--- src/rtl/iso_alu_seq.sv ---
// Sequential ALU: single-cycle MUL/ADD/SUB, iterative restoring DIV.
// Optional operand isolation holds idle unit inputs steady.
module iso_alu_seq #(
  parameter int W   = 4,
  parameter bit ISO = 1'b1
) (
  input  logic           clk,
  input  logic           rst,
  input  logic [W-1:0]   a,
  input  logic [W-1:0]   b,
  input  logic [3:0]     sel,
  input  logic           in_valid,
  output logic           in_ready,
  output logic [2*W-1:0] out,
  output logic           out_valid,
  output logic           dz
);

  localparam logic [0:0] S_IDLE = 1'b0;
  localparam logic [0:0] S_DIV  = 1'b1;

  localparam logic [2:0] OP_NONE = 3'd0;
  localparam logic [2:0] OP_MUL  = 3'd1;
  localparam logic [2:0] OP_ADD  = 3'd2;
  localparam logic [2:0] OP_DIV  = 3'd3;
  localparam logic [2:0] OP_SUB  = 3'd4;

  localparam int CW = (W > 2) ? $clog2(W) : 1;

  logic [0:0]     state_q;
  logic [CW-1:0]  cnt_q;
  logic [2:0]     op;
  logic           acc;
  logic           mul_go;
  logic           as_go;
  logic           div_go;
  logic           div_start;
  logic           div_last;

  logic [W-1:0]   mul_a_q;
  logic [W-1:0]   mul_b_q;
  logic [W-1:0]   add_a_q;
  logic [W-1:0]   add_b_q;
  logic [W-1:0]   mul_x;
  logic [W-1:0]   mul_y;
  logic [W-1:0]   as_x;
  logic [W-1:0]   as_y;
  logic           mul_ld;
  logic           as_ld;

  logic [W-1:0]   div_r_q;
  logic [W-1:0]   div_n_q;
  logic [W-1:0]   div_d_q;
  logic [W:0]     shf;
  logic [W:0]     trial;
  logic           qbit;
  logic [W-1:0]   r_nx;
  logic [W-1:0]   n_nx;

  logic [2*W-1:0] prod;
  logic [W:0]     sum;
  logic [W:0]     diff;
  logic [2*W-1:0] res;
  logic           res_dz;

  assign in_ready = (state_q == S_IDLE);
  assign acc      = in_valid & in_ready;

  // sel[3] wins over sel[2] over sel[1] over sel[0]
  always_comb begin
    op = OP_NONE;
    priority case (1'b1)
      sel[3]:  op = OP_MUL;
      sel[2]:  op = OP_ADD;
      sel[1]:  op = OP_DIV;
      sel[0]:  op = OP_SUB;
      default: op = OP_NONE;
    endcase
  end

  assign mul_go    = acc & (op == OP_MUL);
  assign as_go     = acc & ((op == OP_ADD) | (op == OP_SUB));
  assign div_go    = acc & (op == OP_DIV);
  assign div_start = div_go & (b != '0);

  assign mul_ld = ISO ? mul_go : 1'b1;
  assign as_ld  = ISO ? as_go  : 1'b1;

  // Isolated units see the live inputs only in their accept cycle
  assign mul_x = (ISO && !mul_go) ? mul_a_q : a;
  assign mul_y = (ISO && !mul_go) ? mul_b_q : b;
  assign as_x  = (ISO && !as_go)  ? add_a_q : a;
  assign as_y  = (ISO && !as_go)  ? add_b_q : b;

  assign prod = {{W{1'b0}}, mul_x} * {{W{1'b0}}, mul_y};
  assign sum  = {1'b0, as_x} + {1'b0, as_y};
  assign diff = {1'b0, as_x} - {1'b0, as_y};

  always_ff @(posedge clk or negedge rst) begin
    if (!rst) begin
      mul_a_q <= '0;
      mul_b_q <= '0;
    end else if (mul_ld) begin
      mul_a_q <= a;
      mul_b_q <= b;
    end
  end

  always_ff @(posedge clk or negedge rst) begin
    if (!rst) begin
      add_a_q <= '0;
      add_b_q <= '0;
    end else if (as_ld) begin
      add_a_q <= a;
      add_b_q <= b;
    end
  end

  // Restoring step: shift in next dividend bit, subtract if it fits
  assign shf   = {div_r_q, div_n_q[W-1]};
  assign trial = shf - {1'b0, div_d_q};
  assign qbit  = ~trial[W];
  assign r_nx  = qbit ? trial[W-1:0] : shf[W-1:0];
  assign n_nx  = {div_n_q[W-2:0], qbit};

  assign div_last = (state_q == S_DIV) &&
                    (cnt_q == CW'(W - 1));

  always_ff @(posedge clk or negedge rst) begin
    if (!rst) begin
      state_q <= S_IDLE;
      cnt_q   <= '0;
      div_r_q <= '0;
      div_n_q <= '0;
      div_d_q <= '0;
    end else if (div_start) begin
      state_q <= S_DIV;
      cnt_q   <= '0;
      div_r_q <= '0;
      div_n_q <= a;
      div_d_q <= b;
    end else if (state_q == S_DIV) begin
      div_r_q <= r_nx;
      div_n_q <= n_nx;
      cnt_q   <= cnt_q + 1'b1;
      if (div_last) begin
        state_q <= S_IDLE;
      end
    end
  end

  always_comb begin
    res    = '0;
    res_dz = 1'b0;
    case (op)
      OP_MUL: res = prod;
      OP_ADD: res = {{(W-1){1'b0}}, sum};
      OP_SUB: res = {{(W-1){diff[W]}}, diff};
      OP_DIV: begin
        res    = {a, {W{1'b1}}};
        res_dz = 1'b1;
      end
      default: begin
        res    = '0;
        res_dz = 1'b0;
      end
    endcase
  end

  always_ff @(posedge clk or negedge rst) begin
    if (!rst) begin
      out       <= '0;
      dz        <= 1'b0;
      out_valid <= 1'b0;
    end else begin
      out_valid <= 1'b0;
      if (acc && !div_start) begin
        out       <= res;
        dz        <= res_dz;
        out_valid <= 1'b1;
      end else if (div_last) begin
        out       <= {r_nx, n_nx};
        dz        <= 1'b0;
        out_valid <= 1'b1;
      end
    end
  end

endmodule

--- config.mk ---
export PLATFORM = sky130hd
export DESIGN_NAME = iso_alu_seq
export DESIGN_NICKNAME = d
export VERILOG_FILES = /design/src/rtl/iso_alu_seq.sv
export SDC_FILE = /design/constraint.sdc
export NUM_CORES = 1
export LEC_CHECK = 0
export ABC_AREA = 0
export BUFFER_PORTS_ARGS = -buffer_cell sky130_fd_sc_hd__clkbuf_2
export CAP_MARGIN = 15
export CORE_MARGIN = 2
export CORE_UTILIZATION = 45
export CTS_CLUSTER_DIAMETER = 100
export CTS_CLUSTER_SIZE = 16
export DETAILED_ROUTE_END_ITERATION = 7
export GPL_TIMING_DRIVEN = 0
export PLACE_DENSITY = 0.71
export SYNTH_ARGS = -nofsm -noshare
export SYNTH_HDL_FRONTEND = slang
export SYNTH_SLANG_ARGS = --single-unit
--- constraint.sdc ---
create_clock -name clk -period 5.7 [get_ports clk]
set_input_delay 1.14 -clock clk [delete_from_list [all_inputs] [get_ports clk]]
set_output_delay 1.14 -clock clk [all_outputs]
set_load 0.05 [all_outputs]
; ---- Yosys cells after proc, flatten, opt, wreduce, memory -nomap -nowiden
; Cells that the tools add are included.
[op_classes]
addsub = 4
mul = 1
eq_ne = 5
muxes = 26
n_bitwise = 8
n_reduce_logical = 6
[ops]
columns = cell, n
row1 = $mux W4, 9
row2 = $pmux W8 S4, 1
row3 = $mux W8, 2
row4 = $mux W3, 4
row5 = $mul A4 B4 Y8, 1
row6 = $mux W1, 8
row7 = $eq A3 B2 Y1 const B, 2
row8 = $add A4 B4 Y5, 1
row9 = $and A1 B1 Y1, 5
row10 = $sub A4 B4 Y5, 1
row11 = $sub A5 B4 Y5, 1
row12 = $mux W2, 2
row13 = $reduce_bool A2 Y1, 2
row14 = $reduce_bool A4 Y1, 1
row15 = $eq A3 B1 Y1 const B, 1
row16 = $eq A3 B3 Y1 const B, 1
row17 = $add A2 B1 Y2 const B, 1
row18 = $eq A2 B2 Y1 const B, 1
row19 = $logic_and A1 B1 Y1, 2
row20 = $not A1 Y1, 2
row21 = $logic_not A1 Y1, 1
row22 = $or A1 B1 Y1, 1
[totals]
register_bits = 41
input_bits = 15
word_cells = 62

; ---- Depth between registers and ports, before layout
; Gate-level depths: netlist of run 1.
[depth]
ltp_word = 11
mapped_depth = 16
depth_no_buf = 14

; ---- Worst setup path before layout of run 1
; No wires, ideal clock.
[synth_timing]
path_kind = in2reg
startpoint = input port sel[3]
endpoint = register out[4]
setup_ns = 0.126
arrival_time_ns = 4.292
t_required_ns = 5.574
slack_ns = 1.282
cell_stages = 15
n_path_buf = 2
path_cell_list = clkbuf_1 nand3b_1 buf_2 mux2i_1 inv_1 nand2_1 fa_1 inv_1 fa_1 inv_1 fa_1 xnor2_1 a211oi_1 a21boi_0 a221o_1
[synth_via]
elab_cells_between_ends = 22
classes_between = add/sub: 2 / mul: 1 / eq/ne: 4 / mux: 7 / bitwise: 5 / reduce/logical: 3
[synth_rtl]
columns = item, line_no
row1 = start: declaration, 11  ; input logic [3:0] sel,
row2 = $mux W3, 72  ; priority case (1'b1)
row3 = $eq A3 B1 Y1, 81  ; assign mul_go = acc & (op == OP_MUL);
row4 = $and A1 B1 Y1, 81
row5 = $mux W4, -
row6 = named net mul_y[3], 45  ; logic [W-1:0] mul_y;
row7 = $mul A4 B4 Y8, 95  ; assign prod = {{W{1'b0}}, mul_x} * {{W{1'b0}}, mul_y};
row8 = $pmux W8 S4, 155  ; case (op)
row9 = $mux W8, 177  ; if (acc && !div_start) begin
row10 = end signal: assignment, 178  ; out <= res;
row11 = end signal: assignment, 182  ; out <= {r_nx, n_nx};
row12 = end: declaration, 14  ; output logic [2*W-1:0] out,
; The timed path passes the listed nets, and every way through them passes these cells.
; A chain may end at the register's enable or synchronous reset.

; ---- Final worst setup path of run 1
; Same ends and word-level chain as after synthesis.

==> results.toml, run 1 <==
[die]
rows = 29
die_y_um = 84.0
die_area_mm2 = 0.00706
io_pins = 26
coreArea_mm2 = 0.00628
initial_core_util_pct = 45.9
die_w_um = 84.0

[global_route]
grt_pass1_wl_mm = 11.2
gr-usage-met2_pct = 31.7
grt_util_all_layers_pct = 20.1
grt_busiest_layer = "met2"
grt_max_degree = 42
grt_use_met3_pct = 4.65
grt_pass1_vias = 2321
grt_util_met1_pct = 28.8
antenna_found_initial = 0
overflow = 0

[sta]
tns_ns = 0
fmax_mhz = 211
fin_crit_ns = 4.74
fin_hold_ws_ns = 0.482
drv_slew = 0
clock_skew_ns = 0.00811
max_slew.worst_pin.slew_ns = 0.676
setup_violations = 0
fin_crit_sh_pct = 83.2
maxSlewHeadroom_pct = 54.8
rsz0062_at_grt = "no"
timing.final.hold_violations = 0
setup_slack_ns = 0.957

[power_and_ir_drop]
power_leakage_nw = 1.62
ir_worst_vdd_uv = 376
p_per_area_mw_per_mm2 = 592

[synthesis]
synth_enable_flop_cells = 0
yosys_most_used_dff = "dfrtp_1"
ys_ff_latch = 41
ys_top_cells_by_area = "dfrtp_1, ha_1, mux2i_1, fa_1, inv_1"
async_flop_share_pct = 100
yosysSeqAreaShare_pct = 35.6
synth_cell_types = 49
yosysTopAreaCellShare_pct = 35.6
syn-cell-area_mm2 = 0.00288
synth_nets = 352
synth_area_leader_cell = "dfrtp_1"
syn_area_per_cell_um2 = 9.45
yosys_warnings = 0
netlist_instances = 305

[worst_setup_path]
reg2reg_from = "state_q"
start_kind = "primary input"
worstPathRequired_ns = 5.89
cp_num_buf_inv = 6
critPathSlowestCell = "fa_1"
timing_worst_setup_path_type = "in -> reg"
path_max_fanout = 10
rr_endpoint = "out[4]"
crit_cells = 16
critical-path-max-stage-delay_ns = 0.55
path_cells = "clkbuf_2 > clkbuf_1 > nand3b_1 > buf_2 > mux2i_1 > inv_1 > nand2_1 > fa_1 > inv_1 > fa_1 > inv_1 > fa_1 > xnor2_1 > a211oi_1 > a21boi_0 > a221o_1"
rrSetupSlack_ns = 1.68
endpoint = "out[4]"
cp-end-kind = "flop"
r2r.worst_path.cells = 15
worstSetupStartpoint = "sel[3]"
crit_family = "adder cells"
crit_arrival_ns = 4.93

[finish]
nets = 385
stdcell_area_mm2 = 0.00324
diodes = 0
area_delta_synth_final_pct = 12.4
finish.utilization_pct = 51.6
final_common_cell = "dfrtp_1"
drive_gt1_share_pct = 14.2
layout_common_cells = "dfrtp_1, inv_1, nor2_1"

[placement]
dp_slack_ns = 0.639
place_congestion = 0.876
port_buffers = 25
placed_cell_area_mm2 = 0.00310
dpl.hpwl_mm = 5.17

[status]
status = "finished clean"

[detailed_routing]
dr_total_vias = 2330
vias_per_cell = 5.60
drc = 0
routedWlPerCell_um = 15.8
drt_pass1_iterations = 4
drtAntennaViolNets = 0
dr.first_iter.drc_count = 121
wirelength_mm = 6.56

[clocking]
cts.repair.resized = 0
htreeDepth = 2
cts_tree = "done"
clkTransAtPathRegs_ns = 0.08
cts_sinks = 41
cts_buffers = 5
root_buffer = "clkbuf_8"
cts_buffer_depth = 2
cts_setup_buffers = 0
clkLatencyLatePin_ns = 0.30
cts_hold_buf = 0

[job]
cap_violations = 0

[worst_hold_path]
holdPathStages = 2
hold_class = "reg -> reg"
==> synthesized netlist by cell type, drive strengths merged, types with 5 or more instances <==
cell type and number:
a21o 5, a21oi 13, a22oi 5, dfrtp 41
fa 7, ha 25, inv 33, mux2i 16
nand2 25, nand2b 6, nand3 10, nor2 27
nor2b 5, nor3 5, o21ai 20
==> registers in the layout (all words and copies together) (netlist names) <==
name / count
add_a_q: 4
add_b_q: 4
cnt_q: 2
div_d_q: 4
div_n_q: 4
div_r_q: 4
dz: 1
mul_a_q: 4
mul_b_q: 4
out: 8
out_valid: 1
state_q: 1
==> power breakdown <==
part           switching (mW)  internal (mW)
sequential             0.0580          0.416
combinational           0.731          0.468
clock                   0.101          0.143
total                   0.890           1.03
==> per-layer routing <==
layer / vias up / part of all wire [%] / wire [um]
met1: 1124 / 48 / 3130
li1: 1131 / - / -
met2: 70 / 45 / 2990
met3: 5 / 6.2 / 408
met5: - / 0 / 0
met4: 0 / 0.62 / 41
==> stage by stage <==
stage / power [mW] / instances
after detailed placement: 1.66 / 407
after floorplan: 1.39 / 305
after CTS: 1.91 / 415
after global placement: 1.63 / 407
final: 1.92 / 416
after global routing: 2.09 / 416
==> tightest hold or removal path: stages, from the launching register on <==
cell and delay [ns]:
dfrtp_1 0.35, nand2_1 0.05, nand2_1 0.05
==> logic make-up (layout without fill, tap and decap cells) <==
| family | after synthesis | count (layout) | share of synthesized area (%) |
|---|---|---|---|
| compound gates | 66 | 66 | 16.1 |
| xor+xnor | 5 | 5 | 1.52 |
| fa+ha+maj | 32 | 32 | 15.7 |
| buf+inv | 41 | 75 | 5.73 |
| flops | 41 | 41 | 35.6 |
| mux | 20 | 20 | 7.12 |
| simple gates | 100 | 100 | 18.2 |
==> cell type report <==
type | instances | area, um2
well taps | 77 | 96.3
clock inverters | 1 | 30.0
clock buffers | 7 | 86.3
inverters | 33 | 124
repair buffers | 26 | 145
fillers | 572 | 3040
multi-input cells | 223 | 1690
flip-flops and latches | 41 | 1030
plain buffers | 8 | 41.3
==> worst min-delay path by stage <==
stage / start / to / slack, ns
floorplan: div_n_q[3] / div_n_q[3] / 0.45
finish: div_n_q[3] / div_n_q[3] / 0.48
detailed placement: div_n_q[3] / div_n_q[3] / 0.46
CTS: div_n_q[3] / div_n_q[3] / 0.48
global placement: div_n_q[3] / div_n_q[3] / 0.46
global route: cnt_q[0] / cnt_q[0] / 0.52
(Power assumes the default switching activity.)
==> inputs of run 2 (changes only) <==
- PLACE_DENSITY: 0.71 -> 0.74
- clock period: 5.7 -> 3.88 ns (I/O delays scaled with it)
==> run 2 against run 1 <==
Against the previous run: clock power grew 49%; largest cell class unchanged; cell count grew 1.9%; cell area grew 6.5%; critical path depth is the same; clock-buffer cell count is the same; core utilization grew 3.4 points; worst setup slack lost 0.97 ns; register-to-register slack lost 1.6 ns; die area is the same; combinational power grew 68%; non-clock buffer count grew 8; the flow now finishes with violations (negative setup slack).
==> results.toml, run 2 (synthesis gave the netlist of run 1 again) <==
[clocking]
cts_tree = "done"
cts_hold_buf = 0
cts_buffers = 5
root_buffer = "clkbuf_8"
clkTransAtPathRegs_ns = 0.08
clkLatencyLatePin_ns = 0.31
cts_sinks = 41
htreeDepth = 2
cts_buffer_depth = 2

[placement]
dpl.hpwl_mm = 5.23
place_congestion = 0.860
placed_cell_area_mm2 = 0.00311
port_buffers = 25

[detailed_routing]
drc = 0
dr_total_vias = 2399
dr.first_iter.drc_count = 157
wirelength_mm = 7.10
drt_pass1_iterations = 4
vias_per_cell = 5.66
drtAntennaViolNets = 0
routedWlPerCell_um = 16.8

[worst_setup_path]
cp-end-kind = "flop"
critical-path-max-stage-delay_ns = 0.53
path_max_fanout = 5
worstPathRequired_ns = 4.07
path_cells = "buf_6 > clkbuf_8 > nand3b_1 > buf_6 > mux2i_4 > inv_2 > nand2_2 > fa_1 > inv_1 > fa_1 > inv_1 > fa_2 > xnor2_2 > a211oi_2 > a21boi_1 > a221o_1"
crit_arrival_ns = 4.08
timing_worst_setup_path_type = "in -> reg"
critPathSlowestCell = "fa_1"
rrSetupSlack_ns = 0.08
start_kind = "primary input"

[finish]
largest_reg_flops = 8
finish.utilization_pct = 55.0
final_common_cell = "dfrtp_1"
stdcell_area_mm2 = 0.00345
diodes = 0
layout_common_cells = "dfrtp_1, inv_1, nor2_1"
top_register = "out"
drive_gt1_share_pct = 22.8
area_delta_synth_final_pct = 19.8
nets = 393

[global_route]
grt_util_all_layers_pct = 20.5
overflow = 0
antenna_found_initial = 0
grt_pass1_vias = 2316
grt_pass1_wl_mm = 11.3
grt_max_degree = 42

[power_and_ir_drop]
power_leakage_nw = 1.66
p_total_mw = 3.10
p_per_area_mw_per_mm2 = 899
ir_worst_vdd_uv = 522

[sta]
setup_slack_ns = -0.0166
drv_slew = 0
fmax_mhz = 257
maxSlewHeadroom_pct = 31.2
clock_skew_ns = 0.00986
tns_ns = -0.0166
timing.final.hold_violations = 0
fin_crit_sh_pct = 100
max_slew.worst_pin.slew_ns = 1.03
fin_crit_ns = 3.90
setup_violations = 1

[die]
die_area_mm2 = 0.00706
io_pins = 26
coreArea_mm2 = 0.00628
die_w_um = 84.0
initial_core_util_pct = 45.9
rows = 29
die_y_um = 84.0

[job]
cap_violations = 0

[status]
violations = "negative setup slack"
status = "complete, but fails checks"

[worst_hold_path]
hold_class = "reg -> reg"
-- run 2: cell types whose count changed in the layout (fill, tap and decap cells not counted), moves of 2 or more --
cell / before / now
inv_1: 33 / 30
inv_2: 0 / 3
mux2i_4: 0 / 6
nand2_2: 0 / 2
nand2_1: 24 / 22
a211oi_2: 0 / 3
buf_6: 1 / 4
mux2i_1: 16 / 9
buf_4: 0 / 9
clkbuf_1: 5 / 3
a211oi_1: 3 / 0
-- run 2: final cells by class --
type                            instances  area (um2)
Fill cell                             562        2830
Clock inverter                          1        30.0
Tap cell                               77        96.3
Sequential cell                        41        1030
Buffer                                  7        53.8
Inverter                               33         124
Multi-Input combinational cell        223        1820
Timing Repair Buffer                   35         210
Clock buffer                            7        86.3
-- run 2: per-stage QoR --
stage / hold WS, ns / setup WS, ns / std cells
after floorplan: 0.446 / 0.0134 / 305
after global placement: 0.461 / -0.434 / 407
after detailed placement: 0.479 / -0.472 / 407
after CTS: 0.499 / 0.0168 / 416
after global routing: 0.532 / -0.0872 / 424
final: 0.498 / -0.0166 / 424
-- run 2: routing by layer --
metal | vias up | track usage [%] | routed length [um]
li1 | 1142 | - | -
met5 | - | 0 | 0
met4 | 0 | 7.04 | 161
met3 | 12 | 4.55 | 303
met1 | 1186 | 28.4 | 3270
met2 | 59 | 31.6 | 3370
-- run 2: power by group --
group | leakage, nW | switching [mW] | total [mW] | internal, mW
combinational | 1.10 | 1.16 | 2.02 | 0.859
sequential | 0.501 | 0.107 | 0.718 | 0.611
clock | 0.0585 | 0.153 | 0.363 | 0.210
total | 1.66 | 1.42 | 3.10 | 1.68
-- run 2: repair_timing --
action                                  in CTS  in global routing
gates resized for setup                      9                 27
hold endpoints to repair                     0                  0
endpoints found under the setup margin       5                  5
setup buffers                                1                  8
gates cloned                                 0                  1
pin swaps                                    3                  8
-- run 2: critical path, delay by kind of cell --
| kind | cells | cell delay (ns) |
|---|---|---|
| AO/OA/AOI/OAI | 3 | 0.70 |
| XOR/XNOR | 1 | 0.15 |
| adder cells (fa/ha/maj) | 3 | 1.43 |
| buffers and inverters | 6 | 0.59 |
| multiplexers | 1 | 0.21 |
| AND/OR/NAND/NOR | 2 | 0.20 |
-- run 2: final timing paths --
| path | from | cells after the start | endpoint |
|---|---|---|---|
| min reg2reg | div_n_q[3] | 2 | div_n_q[3] |
| min in group asynchronous | rst | 1 | div_r_q[2] |
| min | div_n_q[3] | 2 | div_n_q[3] |
| max in group asynchronous | rst | 1 | mul_b_q[3] |
| max reg2reg | state_q | 14 | out[4] |
| max | sel[3] | 16 | out[4] |
